==> config.mk <==
export PLATFORM = sky130hd
export DESIGN_NAME = grf_multiport
export DESIGN_NICKNAME = d
export VERILOG_FILES = /design/src/rtl/grf_pkg.sv /design/src/rtl/grf_scoreboard.sv /design/src/rtl/grf_multiport.sv
export SDC_FILE = /design/constraint.sdc
export NUM_CORES = 2
export LEC_CHECK = 0
export CELL_PAD_IN_SITES_DETAIL_PLACEMENT = 2
export CELL_PAD_IN_SITES_GLOBAL_PLACEMENT = 2
export CORE_ASPECT_RATIO = 0.7
export CORE_UTILIZATION = 35
export CTS_CLUSTER_DIAMETER = 50
export CTS_CLUSTER_SIZE = 12
export DETAILED_ROUTE_END_ITERATION = 12
export PLACE_DENSITY_LB_ADDON = 0.2
export RECOVER_POWER = 50
export SLEW_MARGIN = 20
export SYNTH_ARGS = -nofsm -noshare
export SYNTH_HDL_FRONTEND = slang
export SYNTH_HIERARCHICAL = 1
export SYNTH_SLANG_ARGS = --single-unit
==> constraint.sdc <==
create_clock -name clk -period 6.75 [get_ports clk]
set_input_delay 1.35 -clock clk [delete_from_list [all_inputs] [get_ports clk]]
set_output_delay 1.35 -clock clk [all_outputs]
set_load 0.005 [all_outputs]
==> src/rtl/grf_pkg.sv <==
// Shared definitions for the general register file: default geometry, the
// hardwired zero register and the write-port index width helper.
package grf_pkg;

  localparam int GRF_DATA_W   = 32;
  localparam int GRF_ADDR_W   = 5;
  localparam int GRF_ZERO_REG = 0;

  // Width of an index selecting one of num_wr write ports (never below 1 bit).
  function automatic int grf_idx_w(input int num_wr);
    return (num_wr > 1) ? $clog2(num_wr) : 1;
  endfunction

endpackage

==> src/rtl/grf_scoreboard.sv <==
// Pending-producer scoreboard: one bit per register, set at issue, cleared by
// writeback or flush, with issue taking priority over both.
module grf_scoreboard
  import grf_pkg::*;
#(
  parameter int ADDR_W = GRF_ADDR_W,
  parameter int NUM_WR = 2
) (
  input  logic                     clk,
  input  logic                     reset,
  input  logic                     iss_en,
  input  logic [ADDR_W-1:0]        iss_addr,
  input  logic [NUM_WR-1:0]        wr_en,
  input  logic [NUM_WR*ADDR_W-1:0] wr_addr,
  input  logic                     flush,
  output logic [(1<<ADDR_W)-1:0]   pending
);

  localparam int DEPTH = 1 << ADDR_W;

  logic [DEPTH-1:0] pending_next;

  // Later assignments override earlier ones: flush, then writeback, then issue.
  always_comb begin
    pending_next = pending;
    if (flush) begin
      pending_next = '0;
    end
    for (int k = 0; k < NUM_WR; k++) begin
      if (wr_en[k]) begin
        pending_next[wr_addr[k*ADDR_W +: ADDR_W]] = 1'b0;
      end
    end
    if (iss_en) begin
      pending_next[iss_addr] = 1'b1;
    end
    pending_next[GRF_ZERO_REG] = 1'b0;
  end

  always_ff @(posedge clk) begin
    if (!reset) begin
      pending <= '0;
    end else begin
      pending <= pending_next;
    end
  end

endmodule

==> src/rtl/grf_multiport.sv <==
// Multi-ported general register file with hardwired zero register, pending
// scoreboard and optional write-to-read bypass (enabled by GRF_BYPASS_EN).
module grf_multiport
  import grf_pkg::*;
#(
  parameter int DATA_W = GRF_DATA_W,
  parameter int ADDR_W = GRF_ADDR_W,
  parameter int NUM_RD = 3,
  parameter int NUM_WR = 2
) (
  input  logic                     clk,
  input  logic                     reset,
  input  logic [NUM_WR-1:0]        wr_en,
  input  logic [NUM_WR*ADDR_W-1:0] wr_addr,
  input  logic [NUM_WR*DATA_W-1:0] wr_data,
  input  logic [NUM_RD*ADDR_W-1:0] rd_addr,
  output logic [NUM_RD*DATA_W-1:0] rd_data,
  output logic [NUM_RD-1:0]        rd_pending,
  input  logic                     iss_en,
  input  logic [ADDR_W-1:0]        iss_addr,
  input  logic                     flush
);

  localparam int DEPTH = 1 << ADDR_W;
  localparam logic [ADDR_W-1:0] ZERO_ADDR = ADDR_W'(GRF_ZERO_REG);

  logic [DATA_W-1:0] regs [DEPTH];
  logic [DEPTH-1:0]  pending;

  // Non-blocking writes in port order, so the highest-numbered port wins.
  always_ff @(posedge clk) begin
    if (!reset) begin
      for (int i = 0; i < DEPTH; i++) begin
        regs[i] <= '0;
      end
    end else begin
      for (int k = 0; k < NUM_WR; k++) begin
        if (wr_en[k] && wr_addr[k*ADDR_W +: ADDR_W] != ZERO_ADDR) begin
          regs[wr_addr[k*ADDR_W +: ADDR_W]] <= wr_data[k*DATA_W +: DATA_W];
        end
      end
    end
  end

  grf_scoreboard #(
    .ADDR_W (ADDR_W),
    .NUM_WR (NUM_WR)
  ) u_scoreboard (
    .clk      (clk),
    .reset    (reset),
    .iss_en   (iss_en),
    .iss_addr (iss_addr),
    .wr_en    (wr_en),
    .wr_addr  (wr_addr),
    .flush    (flush),
    .pending  (pending)
  );

`ifdef GRF_BYPASS_EN
  localparam int IDX_W = grf_idx_w(NUM_WR);
`endif

  for (genvar j = 0; j < NUM_RD; j++) begin : g_rd
    logic [ADDR_W-1:0] a;
    logic [DATA_W-1:0] stored;

    assign a      = rd_addr[j*ADDR_W +: ADDR_W];
    assign stored = (a == ZERO_ADDR) ? '0 : regs[a];

`ifdef GRF_BYPASS_EN
    logic             hit;
    logic [IDX_W-1:0] hit_idx;

    // Scan ascending so the highest-numbered matching write port is forwarded.
    always_comb begin
      hit     = 1'b0;
      hit_idx = '0;
      for (int k = 0; k < NUM_WR; k++) begin
        if (reset && a != ZERO_ADDR && wr_en[k] &&
            wr_addr[k*ADDR_W +: ADDR_W] == a) begin
          hit     = 1'b1;
          hit_idx = IDX_W'(k);
        end
      end
    end

    assign rd_data[j*DATA_W +: DATA_W] = hit ? wr_data[hit_idx*DATA_W +: DATA_W] : stored;
`else
    assign rd_data[j*DATA_W +: DATA_W] = stored;
`endif

    assign rd_pending[j] = pending[a];
  end

endmodule

# ---- Yosys cells after proc, flatten, opt, wreduce, memory -nomap -nowiden
# Memory sizes are Yosys's and may differ from the RTL's.
# Index checks and enable logic that the tools add are counted.
# W data, S select, Z words.
dict set report word_totals {
  reg_bits 32
  mem_bits_rw 1024
  in_bits 100
  output_inout_bits 99
  elab_cells 61
  mem_count 1
}
dict set report classes {
  magnitude_cmp 9
  muxes 32
  n_bitwise 5
  n_reduce_logical 12
}
# memory words width rd rd_ports_with_merged_regs wr line
set mem_list {}
lappend mem_list {regs 32 32 3 0 32 grf_multiport.sv:27} ;# logic [DATA_W-1:0] regs [DEPTH];
# cell n
set op_table {}
lappend op_table {{$mux W32} 9}
lappend op_table {{$and A32 B32 Y32} 2}
lappend op_table {{$not A32 Y32} 2}
lappend op_table {{$reduce_or A32 Y1} 2}
lappend op_table {{$lt A5 B6 Y1 const B} 6}
lappend op_table {{$or A32 B32 Y32} 1}
lappend op_table {{$bmux W1 S5} 3}
lappend op_table {{$demux W1 S5} 3}
lappend op_table {{$ge A5 B1 Y1 const B} 3}
lappend op_table {{$logic_not A5 Y1} 3}
lappend op_table {{$mux W1} 15}
lappend op_table {{$mux W5} 2}
lappend op_table {{$reduce_bool A5 Y1} 2}
lappend op_table {{$logic_and A1 B1 Y1} 5}

# ---- Depth between registers and ports, before layout
dict set report logic_depth {
  depth_word 11
  depth_mapped 8
  depth_no_buf 4
}

# ---- Modules after synthesis
# The synthesis kept the hierarchy.
# mod n_inst cells_per_inst area_per_inst_um2 seq_area_each_um2
set modules_own_cells {}
lappend modules_own_cells {grf_multiport 1 4597 67171.9 30749.5}
lappend modules_own_cells {grf_scoreboard 1 176 1480.2 620.6}

# ---- Least setup slack after synthesis
# No wires, ideal clock.
dict set report synth_timing {
  kind {input to output}
  startpoint {input rd_addr[1]}
  endpoint {output rd_pending[0]}
  arrival_time_ns 2.979
  t_required_ns 5.400
  setup_slack_ns 2.421
  stages 6
  path_buffers 3
  path_cell_list {buf_2 > buf_4 > buf_2 > mux4_2 > mux4_2 > mux2_2}
}
dict set report synth_via {
  elab_chain_len 2
}
# element line
set synth_rtl {}
lappend synth_rtl {{start, declared} grf_multiport.sv:16} ;# input logic [NUM_RD*ADDR_W-1:0] rd_addr,
lappend synth_rtl {{$bmux W1 S5} grf_multiport.sv:92} ;# assign rd_pending[j] = pending[a];
lappend synth_rtl {{$mux W1 (implied by the code)} grf_multiport.sv:92}
lappend synth_rtl {{end, declared} grf_multiport.sv:18} ;# output logic [NUM_RD-1:0] rd_pending,
# Every way passes these cells. The select of a mux whose other input is x is not followed.

==> impl_metrics.env <==
export IMPL_path_clk_slew_ns=0.06
export IMPL_power_w=0.0195
export IMPL_max_stage_delay_ns=1.74
export IMPL_yosysTopAreaCell="edfxtp_1"
export IMPL_cp_cell_sequence="clkbuf_1 -> nand4b_1 -> clkbuf_1 -> nor2_4 -> clkbuf_1 -> nor2_2 -> clkbuf_2 -> a22o_1"
export IMPL_grt_pass1_wl_um=517000
export IMPL_dp_slack_ns=0.570
export IMPL_initial_core_util_pct=35.4
export IMPL_drc=0
export IMPL_yosys_top_cells_area="edfxtp_1 45%, mux4_2 23%, a22o_1 13%, mux2i_1 2.8%, clkbuf_1 2.6%"
export IMPL_reg2reg_to="u_scoreboard/pending[15]$_SDFF_PN0_"
export IMPL_crit_end="regs[9][10]$_DFFE_PP_"
export IMPL_netlist_instances=4773
export IMPL_core_mm2=0.194
export IMPL_worst_hold_startpoint="u_scoreboard/pending[6]$_SDFF_PN0_"
export IMPL_maxCapViolations=40
export IMPL_outcome="finished with violations"
export IMPL_fin_area_mm2=0.0791
export IMPL_synth_top_flop_cell="edfxtp_1"
export IMPL_clock_sinks=1055
export IMPL_crit_arrival_ns=7.30
export IMPL_crit_path_end_kind="register"
export IMPL_rows=135
export IMPL_post_route_worst_setup_slack_ns=-0.00255
export IMPL_finalHoldViolCount=0
export IMPL_startpoint_type="input port"
export IMPL_cts_tree="built"
export IMPL_synth_area_mm2=0.0687
export IMPL_cts_root_buf="clkbuf_16"
export IMPL_violations="capacitance limit, slew limit, setup timing"
export IMPL_grt_util_all_layers_pct=38.2
export IMPL_synth_async_reset_ratio_pct=0
export IMPL_synth_edf_count=1024
export IMPL_final_common_cell="edfxtp_1"
export IMPL_cts_max_level=4
export IMPL_area_growth_pct=15.2
export IMPL_ys_warnings_count=6
export IMPL_drive_above_1_share_pct=29.7
export IMPL_period_needed_ns=6.75
export IMPL_r2r_cells=2
export IMPL_postLayoutCoreUtil_pct=40.8
export IMPL_yosysSeqAreaShare_pct=45.7
export IMPL_slew_violations=852
export IMPL_place_congestion=0.940
export IMPL_crit_slowest_cell="clkbuf_1"
export IMPL_dpl_cell_area_mm2=0.0746
export IMPL_cts_hold_buf=0
export IMPL_grt_max_degree=80
export IMPL_cp_common_cell="clkbuf_1"
export IMPL_wl_per_cell_um=51.3
export IMPL_r2r_start="u_scoreboard/pending[15]$_SDFF_PN0_"
export IMPL_dp_hpwl_um=234000
export IMPL_worstSetupPathType="in -> reg"
export IMPL_ir_drop_v=0.000169
export IMPL_portBuffers=198
export IMPL_pin_count=199
export IMPL_grt_overflow=0
export IMPL_layout_common_cells="1024 x edfxtp_1, 992 x a22o_1, 702 x mux4_2, 249 x buf_4, 192 x mux2i_1"
export IMPL_post_cts_resized=0
export IMPL_final_antenna_net_count=0
export IMPL_regToRegSetupSlack_ns=5.95
export IMPL_max_freq_mhz=148
export IMPL_tightest_slew_ns=2.85
export IMPL_dieWidth_um=531
export IMPL_drt_total_wl_um=385000
export IMPL_avgSynthCellArea_um2=14.4
export IMPL_slew_limit_headroom_pct=-89.9
export IMPL_drtIter0Drc=9728
export IMPL_final_setup_tns_ns=-0.00255
export IMPL_grt_antenna_before_repair=32
export IMPL_hold_class="reg -> reg"
export IMPL_ys_seq_elements=1055
export IMPL_crit_required_ns=7.30
export IMPL_crit_start="reset"
export IMPL_die_h_um=373
export IMPL_rsz0062_at_grt="no"
export IMPL_fin_worst_skew_ns=0
export IMPL_finalCritPeriodShare_pct=100
export IMPL_drt_pre_antenna_iters=6
export IMPL_clkLatencyLatePin_ns=0.80
export IMPL_viasPerCell=7.77
export IMPL_finalSetupViolCount=1
export IMPL_cts_setup_buffers=0
export IMPL_die_area_mm2=0.198
export IMPL_cts_max_path_buffers=4
export IMPL_p_per_area_mw_per_mm2=246
export IMPL_critPathMaxFanout=46
export IMPL_grt_pass1_vias=57600
export IMPL_p_leak_nw=26.0
export IMPL_nets=4881
export IMPL_num_vias=58400
export IMPL_ys_types=51
export IMPL_synth_top_area_share_pct=44.8
export IMPL_cts_buffers=148
## power by group
group	switching (W)	total (W)	internal [W]
registers	0.000324	0.00791	0.00759
clock network	0.00335	0.00818	0.00483
logic	0.00202	0.00337	0.00135
## how the worst min path moves through the flow
stage                                                endpoint  slack [ns]  cells past startpoint
after global placement     u_scoreboard/pending[6]$_SDFF_PN0_        0.49                      2
after CTS                  u_scoreboard/pending[6]$_SDFF_PN0_        0.50                      2
after floorplan            u_scoreboard/pending[2]$_SDFF_PN0_        0.46                      2
after global routing      u_scoreboard/pending[13]$_SDFF_PN0_        0.53                      2
final                      u_scoreboard/pending[6]$_SDFF_PN0_        0.50                      2
after detailed placement   u_scoreboard/pending[6]$_SDFF_PN0_        0.49                      2
## Yosys cell counts (all sizes together) (31+ instances only)
cell type and n:
nand3b 31, mux2 99, a22oi 96, a311oi 96, o22ai 62, buf 234
mux2i 192, nand2 118, clkbuf 483, a211oi 96, edfxtp 1024, nor2b 103
dfxtp 31, a22o 992, mux4 702, a221oi 70, o21ai 166, nor2 59
## metal layers
metal | GRT usage [%] | wire, um | vias to the layer above
met5 | 0 | 121 | -
li1 | - | - | 20600
met1 | 50.7 | 146000 | 31400
met4 | 24.9 | 27100 | 18
met2 | 53.6 | 160000 | 5210
met3 | 12.3 | 51900 | 1133
## kinds of logic (layout without fill, tap and decap cells)
group	after synthesis	after routing	synth area share [%]
other	2	64	0.0109
DFF	1055	1055	45.7
buffers and inverters	721	799	4.45
AOI/OAI and AO/OA	1611	1611	19.0
muxes	993	993	27.5
and+or+nand+nor	391	391	3.36
## flip-flops by register name (all words and copies together) (netlist names)
name and count:
u_scoreboard/pending 31, regs 1024
## cell type report
| cell class | instances | area [um2] |
|---|---|---|
| antenna | 31 | 77.6 |
| clock buffer | 168 | 3940 |
| clock inverter | 83 | 943 |
| fill | 18700 | 115000 |
| inverter | 4 | 22.5 |
| multi-input combinational | 3028 | 34600 |
| sequential | 1055 | 31400 |
| tap | 2603 | 3260 |
| timing repair buffer | 544 | 4870 |
## through the flow
step | std cells | hold WS (ns)
finish | 7516 | 0.498
floorplan | 4804 | 0.464
CTS | 7485 | 0.504
detailed placement | 7234 | 0.492
global placement | 7233 | 0.486
global route | 7497 | 0.527
## critical path, delay by kind of cell
family | cells | cell delay, ns
AOI/OAI and AO/OA | 1 | 0.42
buffers and inverters | 4 | 4.30
and+or+nand+nor | 3 | 1.18
Note: power is estimated with default switching activity, not from simulation.
